===== src/rtl/spi_aes_slave_if_if.sv =====
// Bundle between the SPI AES responder and its surroundings: the serial lines
// from the master plus the start/done handshake towards the AES core.
interface spi_aes_slave_if_if #(
   parameter int DATA_W = 128,
   parameter int KEY_W  = 128
);
   logic              sclk;
   logic              CS;
   logic              MOSI;
   logic              MISO;
   logic              mode;
   logic              core_start;
   logic              core_mode;
   logic [DATA_W-1:0] core_msg;
   logic [KEY_W-1:0]  core_key;
   logic              core_done;
   logic [DATA_W-1:0] core_result;
   logic              busy;
   logic              frame_err;

   modport slave (
      input  sclk, CS, MOSI, mode, core_done, core_result,
      output MISO, core_start, core_mode, core_msg, core_key, busy, frame_err
   );

   modport master (
      output sclk, CS, MOSI, mode, core_done, core_result,
      input  MISO, core_start, core_mode, core_msg, core_key, busy, frame_err
   );
endinterface


===== src/rtl/spi_aes_slave_if.sv =====
// SPI responder for the AES core: oversamples sclk/CS/MOSI, receives message and
// key LSB-first, runs the core handshake and shifts the result back on MISO.
module spi_aes_slave_if #(
   parameter int DATA_W = 128,
   parameter int KEY_W  = 128
) (
   input  logic               clk,
   input  logic               reset,
   spi_aes_slave_if_if.slave  bus
);
   typedef enum logic [2:0] {IDLE, RX_MSG, RX_KEY, CORE, TX, ABORT} state_t;

   localparam logic [8:0] MSG_LAST = 9'(DATA_W - 1);
   localparam logic [8:0] KEY_LAST = 9'(KEY_W - 1);
   // Bit 1 is CS: its synchronizer idles at the inactive level so a reset
   // never looks like a frame start.
   localparam logic [2:0] SYNC_INIT = 3'b010;

   logic [2:0] async_in;
   logic [2:0] sync_vec;
   logic       sclk_s, cs_s, mosi_s;
   logic       sclk_dly_reg;
   logic       sclk_rise;

   assign async_in = {bus.MOSI, bus.CS, bus.sclk};

   generate
      for (genvar gi = 0; gi < 3; gi++) begin : g_sync
         logic meta_reg;
         logic sync_reg;
         always_ff @(posedge clk or negedge reset) begin
            if (!reset) begin
               meta_reg <= SYNC_INIT[gi];
               sync_reg <= SYNC_INIT[gi];
            end else begin
               meta_reg <= async_in[gi];
               sync_reg <= meta_reg;
            end
         end
         assign sync_vec[gi] = sync_reg;
      end
   endgenerate

   assign sclk_s    = sync_vec[0];
   assign cs_s      = sync_vec[1];
   assign mosi_s    = sync_vec[2];
   assign sclk_rise = sclk_s & ~sclk_dly_reg;

   state_t            state_reg, state_next;
   logic [8:0]        cnt_reg, cnt_next;
   logic [DATA_W-1:0] msg_reg, msg_next;
   logic [KEY_W-1:0]  key_reg, key_next;
   logic [DATA_W-1:0] tx_reg, tx_next;
   logic              start_reg, start_next;
   logic              mode_reg, mode_next;
   logic              err_reg, err_next;

   always_ff @(posedge clk or negedge reset) begin
      if (!reset) begin
         sclk_dly_reg <= 1'b0;
         state_reg    <= IDLE;
         cnt_reg      <= '0;
         msg_reg      <= '0;
         key_reg      <= '0;
         tx_reg       <= '0;
         start_reg    <= 1'b0;
         mode_reg     <= 1'b0;
         err_reg      <= 1'b0;
      end else begin
         sclk_dly_reg <= sclk_s;
         state_reg    <= state_next;
         cnt_reg      <= cnt_next;
         msg_reg      <= msg_next;
         key_reg      <= key_next;
         tx_reg       <= tx_next;
         start_reg    <= start_next;
         mode_reg     <= mode_next;
         err_reg      <= err_next;
      end
   end

   always_comb begin
      state_next = state_reg;
      cnt_next   = cnt_reg;
      msg_next   = msg_reg;
      key_next   = key_reg;
      tx_next    = tx_reg;
      start_next = 1'b0;
      mode_next  = mode_reg;
      err_next   = 1'b0;

      case (state_reg)
         IDLE: begin
            if (!cs_s) state_next = RX_MSG;
         end
         RX_MSG: begin
            if (cs_s) begin
               err_next   = 1'b1;
               state_next = IDLE;
            end else if (sclk_rise) begin
               msg_next = {mosi_s, msg_reg[DATA_W-1:1]};
               if (cnt_reg == MSG_LAST) state_next = RX_KEY;
               else                     cnt_next   = cnt_reg + 9'd1;
            end
         end
         RX_KEY: begin
            if (cs_s) begin
               err_next   = 1'b1;
               state_next = IDLE;
            end else if (sclk_rise) begin
               key_next = {mosi_s, key_reg[KEY_W-1:1]};
               if (cnt_reg == KEY_LAST) begin
                  start_next = 1'b1;
                  mode_next  = bus.mode;
                  state_next = CORE;
               end else begin
                  cnt_next = cnt_reg + 9'd1;
               end
            end
         end
         CORE: begin
            // An abort coinciding with core_done drops the result and skips ABORT.
            if (cs_s) begin
               err_next   = 1'b1;
               state_next = bus.core_done ? IDLE : ABORT;
            end else if (bus.core_done) begin
               tx_next    = bus.core_result;
               state_next = TX;
            end
         end
         TX: begin
            if (cs_s) begin
               err_next   = 1'b1;
               state_next = IDLE;
            end else if (sclk_rise) begin
               tx_next = tx_reg >> 1;
               if (cnt_reg == MSG_LAST) state_next = IDLE;
               else                     cnt_next   = cnt_reg + 9'd1;
            end
         end
         ABORT: begin
            if (bus.core_done) state_next = IDLE;
         end
         default: state_next = IDLE;
      endcase

      if (state_next != state_reg) cnt_next = '0;
   end

   assign bus.MISO       = (state_reg == TX) & tx_reg[0];
   assign bus.busy       = (state_reg != IDLE);
   assign bus.core_start = start_reg;
   assign bus.core_mode  = mode_reg;
   assign bus.core_msg   = msg_reg;
   assign bus.core_key   = key_reg;
   assign bus.frame_err  = err_reg;
endmodule


===== src/flat_wrapper.sv =====
// flat-port wrapper written by rule: the top's interface ports become plain ports
module spi_aes_slave_if_flat 
#(
   parameter int DATA_W = 128,
   parameter int KEY_W  = 128
)
  (clk, reset, bus_sclk, bus_CS, bus_MOSI, bus_mode, bus_core_done, bus_core_result, bus_MISO, bus_core_start, bus_core_mode, bus_core_msg, bus_core_key, bus_busy, bus_frame_err);
  spi_aes_slave_if_if #(.DATA_W(DATA_W), .KEY_W(KEY_W)) bus_i ();
  input  logic clk;
  input  logic reset;
  input wire logic [$bits(bus_i.sclk)-1:0] bus_sclk;
  input wire logic [$bits(bus_i.CS)-1:0] bus_CS;
  input wire logic [$bits(bus_i.MOSI)-1:0] bus_MOSI;
  input wire logic [$bits(bus_i.mode)-1:0] bus_mode;
  input wire logic [$bits(bus_i.core_done)-1:0] bus_core_done;
  input wire logic [$bits(bus_i.core_result)-1:0] bus_core_result;
  output wire logic [$bits(bus_i.MISO)-1:0] bus_MISO;
  output wire logic [$bits(bus_i.core_start)-1:0] bus_core_start;
  output wire logic [$bits(bus_i.core_mode)-1:0] bus_core_mode;
  output wire logic [$bits(bus_i.core_msg)-1:0] bus_core_msg;
  output wire logic [$bits(bus_i.core_key)-1:0] bus_core_key;
  output wire logic [$bits(bus_i.busy)-1:0] bus_busy;
  output wire logic [$bits(bus_i.frame_err)-1:0] bus_frame_err;
  assign bus_i.sclk = bus_sclk;
  assign bus_i.CS = bus_CS;
  assign bus_i.MOSI = bus_MOSI;
  assign bus_i.mode = bus_mode;
  assign bus_i.core_done = bus_core_done;
  assign bus_i.core_result = bus_core_result;
  assign bus_MISO = bus_i.MISO;
  assign bus_core_start = bus_i.core_start;
  assign bus_core_mode = bus_i.core_mode;
  assign bus_core_msg = bus_i.core_msg;
  assign bus_core_key = bus_i.core_key;
  assign bus_busy = bus_i.busy;
  assign bus_frame_err = bus_i.frame_err;
  spi_aes_slave_if #(.DATA_W(DATA_W), .KEY_W(KEY_W)) u_core (.clk(clk), .reset(reset), .bus(bus_i));
endmodule

===== config.mk =====
export PLATFORM = sky130hd
export DESIGN_NAME = spi_aes_slave_if_flat
export DESIGN_NICKNAME = d
export VERILOG_FILES = /design/src/rtl/spi_aes_slave_if_if.sv /design/src/rtl/spi_aes_slave_if.sv /design/src/flat_wrapper.sv
export SDC_FILE = /design/constraint.sdc
export NUM_CORES = 1
export LEC_CHECK = 0
export ABC_AREA = 1
export ABC_CLOCK_PERIOD_IN_PS = 4920
export CAP_MARGIN = 5
export CORE_MARGIN = 4
export CORE_UTILIZATION = 54
export CTS_CLUSTER_DIAMETER = 150
export DETAILED_ROUTE_END_ITERATION = 7
export PLACE_DENSITY_LB_ADDON = 0.3
export SLEW_MARGIN = 20
export SYNTH_ARGS = -nofsm -noshare
export SYNTH_HDL_FRONTEND = slang
export SYNTH_SLANG_ARGS = --single-unit

===== constraint.sdc =====
create_clock -name clk -period 4.92 [get_ports clk]
set_input_delay 1.23 -clock clk [delete_from_list [all_inputs] [get_ports clk]]
set_output_delay 1.23 -clock clk [all_outputs]
set_load 0.01 [all_outputs]

Word level (Yosys, flattened, before mapping)
Index checks and enable logic that the tools add are counted.
{"block": "totals", "output_inout_bits": 261, "elab_cells": 76, "register_bits": 406}
{"block": "op_classes", "n_bitwise": 4, "addsub": 1, "eq_ne": 13, "muxes": 31, "reduce_logical": 12}
{"operator": "$mux W128", "n": 4}
{"operator": "$pmux W128 S2", "n": 1}
{"operator": "$mux W9", "n": 5}
{"operator": "$mux W3", "n": 14}
{"operator": "$pmux W3 S6", "n": 1}
{"operator": "$ne A2 B2 Y1 const B", "n": 5}
{"operator": "$add A9 B1 Y9 const B", "n": 1}
{"operator": "$eq A9 B7 Y1 const B", "n": 1}
{"operator": "$reduce_and A4 Y1", "n": 2}
{"operator": "$eq A3 B2 Y1 const B", "n": 2}
{"operator": "$eq A3 B3 Y1 const B", "n": 2}
{"operator": "$mux W1", "n": 6}
{"operator": "$reduce_and A3 Y1", "n": 2}
{"operator": "$reduce_bool A2 Y1", "n": 3}
{"operator": "$reduce_and A5 Y1", "n": 1}
{"operator": "$reduce_or A4 Y1", "n": 1}
{"operator": "$eq A3 B1 Y1 const B", "n": 1}
{"operator": "$logic_not A3 Y1", "n": 1}
{"operator": "$ne A3 B3 Y1", "n": 1}
{"operator": "$reduce_bool A3 Y1", "n": 1}
{"operator": "$reduce_or A3 Y1", "n": 1}
{"operator": "$and A1 B1 Y1", "n": 2}
{"operator": "$ne A2 B1 Y1 const B", "n": 1}
{"operator": "$not A1 Y1", "n": 2}

Depth between registers and ports, before layout
{"block": "depth", "ltp_word": 8, "mapped_depth": 12, "ltp_nobuf": 12}

Least setup slack after synthesis
OpenSTA, ideal clock, no wires.
{"block": "synth_path", "kind": "input port to flip-flop", "start": "input bus_core_done", "end": "register u_core.cnt_reg[0]", "path_buffers": 0, "setup_ns": 0.120, "t_arrival_ns": 2.023, "stages": 8, "required_ns": 4.800, "slack_ns": 2.777, "path_cell_list": "inv_1 and3_1 nor3_1 nand2_1 nand2_1 nand2_1 nand2_2 nor2_1"}
{"block": "synth_via", "elab_chain_len": 6}
{"element": "start, declared", "line": "flat_wrapper.sv:15", "source": "input wire logic [$bits(bus_i.core_done)-1:0] bus_core_done;"}
{"element": "$mux W3, on equally long branches", "line": "spi_aes_slave_if.sv:126, spi_aes_slave_if.sv:125"}
{"element": "$mux W3", "line": "spi_aes_slave_if.sv:123", "source": "if (cs_s) begin"}
{"element": "$pmux W3 S6 (*)", "line": "spi_aes_slave_if.sv:92", "source": "case (state_reg)"}
{"element": "net u_core.state_next[0]", "line": "spi_aes_slave_if.sv:49", "source": "state_t state_reg, state_next;"}
{"element": "$ne A3 B3 Y1 (*)", "line": "spi_aes_slave_if.sv:147", "source": "if (state_next != state_reg) cnt_next = '0;"}
{"element": "$ne A2 B2 Y1 (no source line) or $reduce_bool A2 Y1 (tied branches)"}
{"element": "$reduce_and A4 Y1 (no source line)"}
{"element": "end signal, assigned", "line": "spi_aes_slave_if.sv:72", "source": "cnt_reg <= cnt_next;"}
{"element": "end, declared", "line": "spi_aes_slave_if.sv:50", "source": "logic [8:0] cnt_reg, cnt_next;"}
The timed path passes the listed nets; every way through them passes the cells marked *.
A chain may end at the register's enable or synchronous reset.

Worst setup path after layout
{"block": "layout_path", "start": "register u_core.state_reg[1]", "end": "output bus_MISO"}
{"block": "layout_via", "elab_chain_len": 2}
{"element": "start, declared", "line": "spi_aes_slave_if.sv:49"}
{"element": "start signal, assigned", "line": "spi_aes_slave_if.sv:71", "source": "state_reg <= state_next;"}
{"element": "$eq A3 B3 Y1", "line": "spi_aes_slave_if.sv:150", "source": "assign bus.MISO = (state_reg == TX) & tx_reg[0];"}
{"element": "$and A1 B1 Y1", "line": "spi_aes_slave_if.sv:150"}
{"element": "end, declared", "line": "flat_wrapper.sv:17", "source": "output wire logic [$bits(bus_i.MISO)-1:0] bus_MISO;"}
No other way between the ends.

==> flow_summary.toml <==
[critical_path]
worstPathArrival_ns = 2.12
crit_path_max_fanout = 4
crit_top_cell = "nor2_1"
path_cells = "nor2_1 -> nand2_1 -> nor2_1 -> clkdlybuf4s50_1"
crit_slowest_cell = "clkdlybuf4s50_1"
start_kind = "flop"
critPathCaptureType = "primary output"
path_class = "reg -> out"
critical-path-max-stage-delay_ns = 0.59
cp.required_ns = 3.69

[die]
boundaryPins = 396
dieWidth_um = 183
row_count = 63
core-area_um2 = 29900
initial_core_util_pct = 55.1
die_h_um = 183
die_area_um2 = 33300

[sta]
timing.fmax_mhz = 298
final-setup-viol-count = 0
clock_skew_ns = 0.0187
fin_crit_ns = 3.35
tightestPinTransition_ns = 1.05
tns_ns = 0
hold_viol_final = 0
finalCritPeriodShare_pct = 68.1
max_slew_margin_pct = 29.9
slew_violations = 0
rsz0062_at_grt = "no"

[pwr]
internal_power_mw = 6.55
powerDensity_nw_per_um2 = 404
power_frac_comb_pct = 17.7
netSwitchingFraction_pct = 26.4
pwr-share-seq_pct = 45.8
p_clk_share_pct = 36.5
switching_power_mw = 2.35
p_leak_nw = 10.1
power_mw = 8.90
ir_worst_vdd_v = 0.000342

[route]
drtIter0Drc = 1130
wl_per_cell_um = 16.7
via_count = 13200
ant_nets = 0
first_pass_iters = 5
totalWireLength_mm = 42.2
via_per_inst = 5.21
post-route-drc-count = 0

[yosys]
async_flop_share_pct = 100
syn_area_um2 = 16500
synth_edf_count = 0
ys_ff_latch = 406
yosys-top-cells-area = "dfrtp_1 61%, nand2_1 6.5%, inv_1 6.2%"
synthDistinctLibCells = 28
synth_warnings = 0
synth_top_area_share_pct = 61.4
synth_ff_type = "dfrtp_1"
synth_largest_area_cell = "dfrtp_1"
avgSynthCellArea_um2 = 9.30
syn_nets = 1906
postSynthCellCount = 1770
ys_seq_area_share_pct = 61.7

[global_routing]
grt.overflow.total = 0
grt_pass1_wl_mm = 68.2
grt_max_degree = 257
grt_antenna_before_repair = 5
grt_usage_pct = 25.0
grt_pass1_vias = 13340

[min_path]
hold_path_class = "reg -> reg"

[layout]
multi_input_area_um2 = 4770
final_util_pct = 73.8
fillers = 2052
ff_latch_area_um2 = 10200
layout_common_cells = "404 x dfrtp_1, 394 x clkdlybuf4s50_1, 281 x nand2_1, 272 x inv_1, 203 x o21ai_0"
area_growth_pct = 33.9
layout_commonest_cell = "dfrtp_1"
nets = 2246
final_cells = 2533
layout-drive-gt1-share_pct = 4.44

[cts]
cts_sinks = 406
postCtsHoldBufs = 0
numCtsBuffers = 43
cts_tree = "done"
clock_path_buffers = 3
htreeDepth = 2
cts.clk_slew.worst_paths_ns = 0.06
cts_setup_buffers = 0
insertion_delay_ns = 0.53
cts_root_buf = "clkbuf_16"
cts_resized = 0

[placement]
hpwl_mm = 28.1
io_buffer_count = 395
gp_congestion = 0.858
dp_cells = 2455

[flow_run]
maxCapViolations = 0

[status]
outcome = "complete, no violations"
==> synth_stat cells (2+ instances only) <==
library cell and number:
nor3_1 2, dfstp_2 2, clkbuf_1 51, o211ai_1 128, nand4_1 2, nor2_2 3
buf_4 13, inv_1 272, buf_1 19, xor2_1 7, dfrtp_1 404, o21ai_1 54
nand3_1 13, nor2_1 145, buf_2 28, mux2_2 3, o21ai_0 203, nand2_1 283
a21oi_1 129
==> through the flow <==
| stage | instance area, um2 | setup slack, ns | hold WS (ns) |
|---|---|---|---|
| 3_3_place_gp | 20600 | 1.69 | 0.334 |
| 4_1_cts | 22000 | 1.58 | 0.359 |
| 5_1_grt | 22000 | 1.49 | 0.361 |
| 3_5_place_dp | 20600 | 1.52 | 0.340 |
| 2_1_floorplan | 16500 | 2.78 | 0.331 |
| 6_report | 22000 | 1.57 | 0.358 |
==> layer usage <==
layer	routed length [um]	track usage (%)	up-vias
li1	-	-	6357
met4	1460	8.44	4
met5	21	0	-
met3	4220	8.89	103
met1	16400	31.5	6301
met2	20100	40.6	435
==> power groups by stage <==
| stage | Clock, mW | Combinational [mW] | Sequential [mW] |
|---|---|---|---|
| after floorplan | 0 | 0.417 | 4.23 |
| after global placement | 0 | 1.53 | 4.10 |
| after detailed placement | 0 | 1.58 | 4.12 |
| after CTS | 3.32 | 1.60 | 4.07 |
| after global routing | 3.46 | 1.72 | 4.13 |
| final | 3.25 | 1.58 | 4.08 |
==> layout make-up <==
type | instances | area share, %
tap | 390 | 2.21
clock inverter | 14 | 0.675
multi-input combinational | 978 | 21.6
clock buffer | 61 | 5.83
sequential | 406 | 46.1
inverter | 274 | 4.69
antenna | 3 | 0.0340
timing repair buffer | 407 | 18.8
==> path summary, 6_finish.rpt <==
check                                                    start                             endpoint  slack [ns]  cells past startpoint
hold / removal             u_core.g_sync[2].meta_reg$_DFF_PN0_  u_core.g_sync[2].sync_reg$_DFF_PN0_        0.36                      0
min in group asynchronous                                reset        u_core.tx_reg[29]$_DFFE_PN0P_        0.76                      1
hold reg to reg            u_core.g_sync[2].meta_reg$_DFF_PN0_  u_core.g_sync[2].sync_reg$_DFF_PN0_        0.36                      0
setup reg to reg                         u_core.cs_s$_DFF_PN1_  u_core.bus.core_msg[84]$_DFFE_PN0P_        2.32                      5
setup / recovery                 u_core.state_reg[1]$_DFF_PN0_                             bus_MISO        1.57                      4
max in group asynchronous                                reset                u_core.cs_s$_DFF_PN1_        3.13                      2
==> critical path: cells and delay by family (launching register included) <==
family	cells	cell delay, ns
flops	1	0.42
buf+inv	1	0.59
simple gates	3	0.59
==> kinds of logic (layout without fill, tap and decap cells) <==
logic type,Yosys count,after routing,synth area share (%)
flip-flops,406,406,61.7
buffers and inverters,386,756,9.36
AND/OR/NAND/NOR,451,451,10.6
AO/OA/AOI/OAI,515,515,17.6
adder cells (fa/ha/maj),1,1,0.0760
XOR/XNOR,8,8,0.426
multiplexers,3,3,0.205
other,0,3,0
Power figures use the tool's default switching activity.
